==> src/rtl/lsu_pkg.sv <==
// Shared definitions for the MEM-stage load/store unit:
// width codes, FSM encoding and lane merge / extend helpers.
package lsu_pkg;

  localparam logic [2:0] F3_B  = 3'b000;
  localparam logic [2:0] F3_H  = 3'b001;
  localparam logic [2:0] F3_W  = 3'b010;
  localparam logic [2:0] F3_BU = 3'b100;
  localparam logic [2:0] F3_HU = 3'b101;

  typedef enum logic {
    ST_IDLE = 1'b0,
    ST_RMW  = 1'b1
  } lsu_state_e;

  function automatic logic f3_legal(
    input logic [2:0] f3
  );
    return (f3 == F3_B) || (f3 == F3_H) ||
           (f3 == F3_W) || (f3 == F3_BU) ||
           (f3 == F3_HU);
  endfunction

  function automatic logic [31:0] lane_merge(
    input logic [31:0] w,
    input logic [31:0] d,
    input logic [2:0]  f3,
    input logic [1:0]  off
  );
    logic [31:0] r;
    r = w;
    if (f3[1:0] == 2'b01)
      r[{off[1], 4'b0000} +: 16] = d[15:0];
    else
      r[{off, 3'b000} +: 8] = d[7:0];
    return r;
  endfunction

  function automatic logic [31:0] ld_extend(
    input logic [31:0] w,
    input logic [2:0]  f3,
    input logic [1:0]  off
  );
    logic [7:0]  b;
    logic [15:0] h;
    logic [31:0] r;
    b = w[{off, 3'b000} +: 8];
    h = off[1] ? w[31:16] : w[15:0];
    r = '0;
    unique case (1'b1)
      (f3 == F3_B):  r = {{24{b[7]}}, b};
      (f3 == F3_BU): r = {24'h0, b};
      (f3 == F3_H):  r = {{16{h[15]}}, h};
      (f3 == F3_HU): r = {16'h0, h};
      (f3 == F3_W):  r = w;
      default:       r = '0;
    endcase
    return r;
  endfunction

endpackage

==> src/rtl/lsu_load_align.sv <==
// Load data formatter: picks the addressed byte/half out of the
// memory word and sign/zero-extends it for writeback.
module lsu_load_align
  import lsu_pkg::*;
(
  input  logic [31:0] mem_rd,
  input  logic [2:0]  f3,
  input  logic [1:0]  off,
  output logic [31:0] rdata
);

  always_comb begin
    rdata = ld_extend(mem_rd, f3, off);
  end

endmodule

==> src/rtl/lsu_mem_ctrl.sv <==
// MEM-stage LSU: word memory access, sub-word store RMW, load align.
// Optional request checking enabled by defining LSU_ERR_CHECK_EN.
module lsu_mem_ctrl
  import lsu_pkg::*;
#(
  parameter int MEM_WORDS = 64
) (
  input  logic        clk,
  input  logic        rst_n,
  input  logic        req_valid,
  input  logic        req_we,
  input  logic [2:0]  funct3,
  input  logic [31:0] addr,
  input  logic [31:0] wdata,
  output logic        stall,
  output logic [31:0] rdata,
  output logic        rdata_valid,
  output logic        err,
  output logic [31:0] mem_a,
  output logic        mem_we,
  output logic [31:0] mem_wd,
  input  logic [31:0] mem_rd
);

  lsu_state_e  state_q, state_d;
  logic        ld_pend_q, ld_pend_d;
  logic [2:0]  ld_f3_q, ld_f3_d;
  logic [1:0]  ld_off_q, ld_off_d;
  logic [31:0] rmw_addr_q, rmw_addr_d;
  logic [31:0] rmw_wdata_q, rmw_wdata_d;
  logic [2:0]  rmw_f3_q, rmw_f3_d;
  logic        bad;
  logic        ok;
  logic [31:0] ld_data;

`ifdef LSU_ERR_CHECK_EN
  logic mis_h;
  logic mis_w;
  logic oor;

  always_comb begin
    mis_h = (funct3[1:0] == 2'b01) && addr[0];
    mis_w = (funct3 == F3_W) && (addr[1:0] != 2'b00);
    oor   = {2'b00, addr[31:2]} >= 32'(MEM_WORDS);
    bad   = mis_h || mis_w || oor || !f3_legal(funct3);
  end

  assign err = req_valid && (state_q == ST_IDLE) && bad;
`else
  always_comb begin
    bad = !f3_legal(funct3);
  end

  assign err = 1'b0;
`endif

  assign ok = req_valid && (state_q == ST_IDLE) && !bad;

  always_comb begin
    state_d     = state_q;
    ld_pend_d   = 1'b0;
    ld_f3_d     = ld_f3_q;
    ld_off_d    = ld_off_q;
    rmw_addr_d  = rmw_addr_q;
    rmw_wdata_d = rmw_wdata_q;
    rmw_f3_d    = rmw_f3_q;
    mem_a       = addr;
    mem_we      = 1'b0;
    mem_wd      = wdata;
    stall       = 1'b0;
    unique case (state_q)
      ST_IDLE: begin
        if (ok && !req_we) begin
          ld_pend_d = 1'b1;
          ld_f3_d   = funct3;
          ld_off_d  = addr[1:0];
        end else if (ok && funct3 == F3_W) begin
          mem_we = 1'b1;
        end else if (ok) begin
          stall       = 1'b1;
          rmw_addr_d  = addr;
          rmw_wdata_d = wdata;
          rmw_f3_d    = funct3;
          state_d     = ST_RMW;
        end
      end
      ST_RMW: begin
        // mem_rd now holds the word read in the request cycle
        mem_a   = rmw_addr_q;
        mem_we  = 1'b1;
        mem_wd  = lane_merge(mem_rd, rmw_wdata_q,
                             rmw_f3_q, rmw_addr_q[1:0]);
        state_d = ST_IDLE;
      end
      default: state_d = ST_IDLE;
    endcase
  end

  always_ff @(posedge clk or negedge rst_n) begin
    if (!rst_n) begin
      state_q     <= ST_IDLE;
      ld_pend_q   <= 1'b0;
      ld_f3_q     <= '0;
      ld_off_q    <= '0;
      rmw_addr_q  <= '0;
      rmw_wdata_q <= '0;
      rmw_f3_q    <= '0;
    end else begin
      state_q     <= state_d;
      ld_pend_q   <= ld_pend_d;
      ld_f3_q     <= ld_f3_d;
      ld_off_q    <= ld_off_d;
      rmw_addr_q  <= rmw_addr_d;
      rmw_wdata_q <= rmw_wdata_d;
      rmw_f3_q    <= rmw_f3_d;
    end
  end

  lsu_load_align u_align (
    .mem_rd (mem_rd),
    .f3     (ld_f3_q),
    .off    (ld_off_q),
    .rdata  (ld_data)
  );

  assign rdata_valid = ld_pend_q;
  assign rdata       = ld_pend_q ? ld_data : 32'h0;

endmodule

==> config.mk <==
export PLATFORM = sky130hd
export DESIGN_NAME = lsu_mem_ctrl
export DESIGN_NICKNAME = d
export VERILOG_FILES = /design/src/rtl/lsu_pkg.sv /design/src/rtl/lsu_load_align.sv /design/src/rtl/lsu_mem_ctrl.sv
export SDC_FILE = /design/constraint.sdc
export NUM_CORES = 1
export LEC_CHECK = 0
export CAP_MARGIN = 25
export CELL_PAD_IN_SITES_DETAIL_PLACEMENT = 1
export CELL_PAD_IN_SITES_GLOBAL_PLACEMENT = 2
export CORE_UTILIZATION = 27
export CTS_CLUSTER_DIAMETER = 60
export CTS_CLUSTER_SIZE = 20
export DETAILED_ROUTE_END_ITERATION = 12
export PLACE_DENSITY = 0.89
export SLEW_MARGIN = 20
export SYNTH_ARGS = -nofsm -noshare
export SYNTH_HDL_FRONTEND = slang
export SYNTH_SLANG_ARGS = --single-unit
==> constraint.sdc <==
create_clock -name clk -period 5.2 [get_ports clk]
set_input_delay 0.52 -clock clk [delete_from_list [all_inputs] [get_ports clk]]
set_output_delay 0.52 -clock clk [all_outputs]
set_load 0.1 [all_outputs]
**Yosys cells after proc, flatten, opt, wreduce, memory -nomap -nowiden**

Index checks and enable logic that the tools add are counted.

- Bits in registers: 57
- Latch bits: 0
- RAM bits: 0
- Bits in read-only memories: 0
- Input bits: 103
- Output and inout port bits: 100
- Logic and storage cells: 57
- Memories: 0

- Add/sub/neg operators: 2
- Multiply operators: 0
- Divide/modulo/power cells: 0
- Magnitude comparators: 0
- Equality and inequality tests: 9
- Shift operators: 5
- Multiplexer cells: 18
- Bitwise gates (word level): 3
- Reduce and logical (&&, ||, !) cells: 13

Operator list:

| kind | number |
|---|---|
| $pmux 32 s5 | 1 |
| $mux 32 | 4 |
| $bwmux 32 | 2 |
| $shift 16x7->32 const A | 1 |
| $shift 8x7->32 const A | 1 |
| $shiftx 16x7->32 | 1 |
| $shiftx 32x6->8 | 1 |
| $shiftx 8x7->32 | 1 |
| $mux 16 | 1 |
| $neg 5->7 | 2 |
| $eq 3x3->1 const B | 4 |
| $mux 1 | 8 |
| $eq 3x1->1 const B | 2 |
| $eq 3x2->1 const B | 2 |
| $logic_not 3->1 | 2 |
| $logic_and 1x1->1 | 4 |
| $logic_or 1x1->1 | 4 |
| $pmux 1 s2 | 2 |
| $reduce_and 4->1 | 1 |
| $not 1->1 | 3 |
| $eq 2x1->1 const B | 1 |
| $reduce_and 2->1 | 1 |
| $logic_not 1->1 | 1 |

**Logic depth before layout (Yosys ltp)**

- Depth after elaboration: 10
- Depth in mapped cells: 8
- Depth with buffers taken out: 5

**Hierarchy**

Synthesis repeated with hierarchy kept, for this count alone.

- Cells, all modules: 500
- Area total of the unflattened synthesis: 4994.8 um^2

By module, submodules not included:

| module | times used | cells each | area an instance (um^2) | seq. area each (um^2) |
|---|---|---|---|---|
| lsu_mem_ctrl | 1 | 391 | 4182.8 | 1426.4 |
| lsu_load_align | 1 | 109 | 812.0 | 0.0 |

**Worst setup path after synthesis**

No wires, ideal clock.

- Path type: register to output
- Start point: register rmw_addr_q[1]
- End point: output mem_wd[16]
- Data arrival time: 3.355 ns
- Data required time: 4.680 ns
- Setup slack: 1.325 ns
- Cell stages (with the launch flop): 9
- Buffers on the path: 3
- Path through: dfrtp_1 -> clkbuf_1 -> buf_2 -> inv_1 -> ha_1 -> nor4bb_1 -> clkbuf_1 -> a221oi_1 -> o22ai_1

- Cells in the longest elaborated chain, start to end: 5
- Elaborated cells on any way between the ends: 10
- Those cells by class: add/sub: 2; shift: 4; mux: 4

Ends and longest elaborated chain:

| element | line | RTL |
|---|---|---|
| start, declared | lsu_mem_ctrl.sv:29 | `logic [31:0] rmw_addr_q, rmw_addr_d;` |
| start signal, assigned | lsu_mem_ctrl.sv:113 | `rmw_addr_q <= rmw_addr_d;` |
| $neg 5->7, on equally long branches | lsu_pkg.sv:33, lsu_pkg.sv:35 |  |
| $shiftx 16x7->32 (tied with other cells) | lsu_pkg.sv:33 | `r[{off[1], 4'b0000} +: 16] = d[15:0];` |
| $bwmux 32, on equally long branches | lsu_pkg.sv:33, lsu_pkg.sv:35 |  |
| $mux 32 (*) | lsu_pkg.sv:32 | `if (f3[1:0] == 2'b01)` |
| $mux 32 (*) | lsu_mem_ctrl.sv:71 | `unique case (state_q)` |
| end, declared | lsu_mem_ctrl.sv:21 | `output logic [31:0] mem_wd,` |

Every way passes the cells marked *; elsewhere a longest branch is shown, timed or not.

**Worst setup path after layout**

- Start point: input mem_rd[31]
- End point: output rdata[16]

- Cells in the longest elaborated chain, start to end: 3
- Elaborated cells on any way between the ends: 4
- Those cells by class: shift: 1; mux: 3

Ends and longest elaborated chain:

| element | line | RTL |
|---|---|---|
| start, declared | lsu_mem_ctrl.sv:22 | `input logic [31:0] mem_rd` |
| $shiftx 32x6->8 / $mux 16 (equally long branches) | lsu_pkg.sv:47, lsu_pkg.sv:48 |  |
| $pmux 32 s5 (*) | lsu_pkg.sv:50 | `unique case (1'b1)` |
| $mux 32 (*) | lsu_mem_ctrl.sv:127 | `assign rdata = ld_pend_q ? ld_data : 32'h0;` |
| end, declared | lsu_mem_ctrl.sv:16 | `output logic [31:0] rdata,` |

Marks and branches as above.

==> flow_summary.toml <==
[sta]
fin_crit_sh_pct = 74.3
finalHoldViolations = 0
skew_ns = 0.00405
whs_ns = 0.325
worst_pin_slew_ns = 1.01
drv_slew = 0
period_minus_slack_ns = 3.87
tns_ns = 0
rsz0062_at_grt = "false"
slew_headroom_pct = 32.3
fin_ws_ns = 1.33
finalSetupViolations = 0
timing.fmax_mhz = 259

[route]
wl_per_cell_um = 20.3
drt_first_pass_iters = 4
drc = 0
finalWirelength_um = 18100
via_per_inst = 5.29
ant_nets = 0
vias = 4707
first_iter_violations = 182

[worst_setup_path]
worstPathCellList = "clkdlybuf4s50_1 > mux2i_1 > or3_1 > a31oi_1 > clkdlybuf4s50_1"
critPathKind = "primary input to output port"
worst-endpoint-arrival_ns = 3.35
crit_slowest_cell = "clkdlybuf4s50_1"
r2r-start = "state_q"
critPathMaxStageDelay_ns = 1.16
crit_fanout = 16
crit_path_start_kind = "primary input"
crit_top_cell = "clkdlybuf4s50_1"
cp.required_ns = 4.68
startpoint = "mem_rd[31]"
end_kind = "output port"

[die]
start_util_pct = 27.5
rows = 48
core_mm2 = 0.0172
io_pins = 203
die_height_um = 134
die_area_mm2 = 0.0180
die_w_um = 134

[clock_tree]
clk_latency_ns = 0.33
cts_setup_buffers = 0
clock-root-buffer = "clkbuf_16"
clk_pin_slew_worst_paths_ns = 0.05
cts-hold-fix-buffers = 0
cts_buffers = 9
cts_tree = "yes"
cts_sinks = 57
cts_buffer_depth = 2
htreeDepth = 3
ctsResizeCount = 0

[layout]
syn_to_final_growth_pct = 51.1
drive_above_1_share_pct = 17.6
diodes = 0
fin_util_pct = 41.6
nets = 768

[global_route]
grt_usage_pct = 20.1
antenna_found_initial = 1
grt_pass1_wl_um = 27900
first_global_vias = 4984
overflow = 0
grt_max_degree = 100

[power_and_ir_drop]
seqPwrFrac_pct = 27.2
peakVddDrop_v = 0.000185
switching_share_pct = 46.3
cellPowerDensity_mw_per_mm2 = 329
finalPower_uw = 2350
combPwrFrac_pct = 49.6
p_leak_uw = 0.00278
clkPwrFrac_pct = 23.2
power_switching_uw = 1090
internal_power_uw = 1260

[synth]
avgSynthCellArea_um2 = 9.78
ys_ff_latch = 57
syn-cell-area_mm2 = 0.00473
synth.top_cell.area_share_pct = 30.2
yosys.cell_types.count = 40
synth_warnings = 0
syn-num-nets = 591
synthFlopType = "dfrtp_1"
ys_top_cells_by_area = "dfrtp_1 (30%), mux2_1 (20%), mux2_2 (9.3%)"
synth-edff-count = 0
async_reset_ff_share_pct = 100
synth_seq_area_share_pct = 30.2
yosysTopAreaCell = "dfrtp_1"
synthTopCellsByCount = "mux2_1 (82), dfrtp_1 (57), inv_1 (39), mux2_2 (39)"
yosys.cell_count.top_type = "mux2_1"
syn_inst = 483

[placed_design]
portBuffers = 201
hpwl_um = 13700
pre_cts_ws_ns = 1.31
gp_congestion = 0.935

[worst_hold_path]
hold_path.class = "primary input to asynchronous set/reset pin"

[status]
status = "completed"

[run]
maxCapViolations = 0
flip-flops by register name (all words and copies together), names as in the netlist:
register     cells
ld_f3_q          3
ld_off_q         2
rdata_valid      1
rmw_addr_q      32
rmw_f3_q         2
rmw_wdata_q     16
state_q          1
worst max-delay path, delay by kind of cell:
family,cells,cell delay [ns]
and+or+nand+nor,1,0.65
muxes,1,0.12
AOI/OAI and AO/OA,1,0.28
buffers and inverters,2,1.77
layout by cell type, fill, tap and decap left out, types with 2 or more instances in the layout:
cell type,instances
buf_16,2
dfrtp_1,56
mux2i_1,15
nand2_1,25
inv_1,39
nor2_1,4
o32a_1,7
a2bb2oi_1,7
o21ai_0,6
nand3_1,3
mux2_2,39
clkinvlp_4,3
o22ai_1,32
nor4bb_1,3
clkbuf_16,9
clkdlybuf4s50_1,168
a221oi_1,32
a31oi_1,8
inv_6,2
a31oi_2,10
nor2b_1,3
ha_1,5
buf_4,42
a21oi_1,14
o21ai_1,29
mux2_1,82
final timing paths:
kind                              endpoint  slack, ns  cells past startpoint
min                        rmw_wdata_q[10]       0.32                      2
min reg2reg                 rmw_addr_q[22]       0.48                      1
min in group clk            rmw_addr_q[22]       0.48                      1
max in group asynchronous          state_q       4.27                      2
max                              rdata[16]       1.33                      5
max reg2reg                 rmw_wdata_q[0]       3.15                      3
kinds of logic after synthesis:
family	Yosys count	synth area share, %
fa+ha+maj	5	1.32
simple gates	49	5.72
flops	57	30.2
buf+inv	87	8.13
compound gates	148	22.6
mux	136	32.0
other cells	1	0.0794
metrics by stage:
stage / area, um2 / instances
after global routing: 7140 / 890
after detailed placement: 6820 / 872
after floorplan: 4730 / 483
final: 7140 / 890
after global placement: 6790 / 871
after CTS: 7100 / 888
layer usage:
| metal | vias to the layer above | global-route usage, % | part of all wire (%) |
|---|---|---|---|
| met1 | 2348 | 26.0 | 44 |
| met4 | 2 | 5.06 | 1.3 |
| li1 | 2189 | - | - |
| met2 | 146 | 32.4 | 47 |
| met3 | 22 | 6.12 | 7.3 |
| met5 | - | 0 | 0.072 |
power groups by stage:
stage / registers, uW / logic [uW] / clock network, uW
after floorplan: 588 / 894 / 0
after global placement: 654 / 1120 / 0
after detailed placement: 662 / 1150 / 0
after CTS: 655 / 1150 / 566
after global routing: 655 / 1230 / 584
final: 640 / 1170 / 545
area by class of cell:
cell class / count / area (um2)
clock buffer: 9 / 225
sequential: 57 / 1430
tap: 225 / 282
inverter: 39 / 146
fill: 1957 / 10000
clock inverter: 7 / 53.8
timing repair buffer: 214 / 2070
multi-input combinational: 339 / 2930
Note: power is estimated with default switching activity, not from simulation.
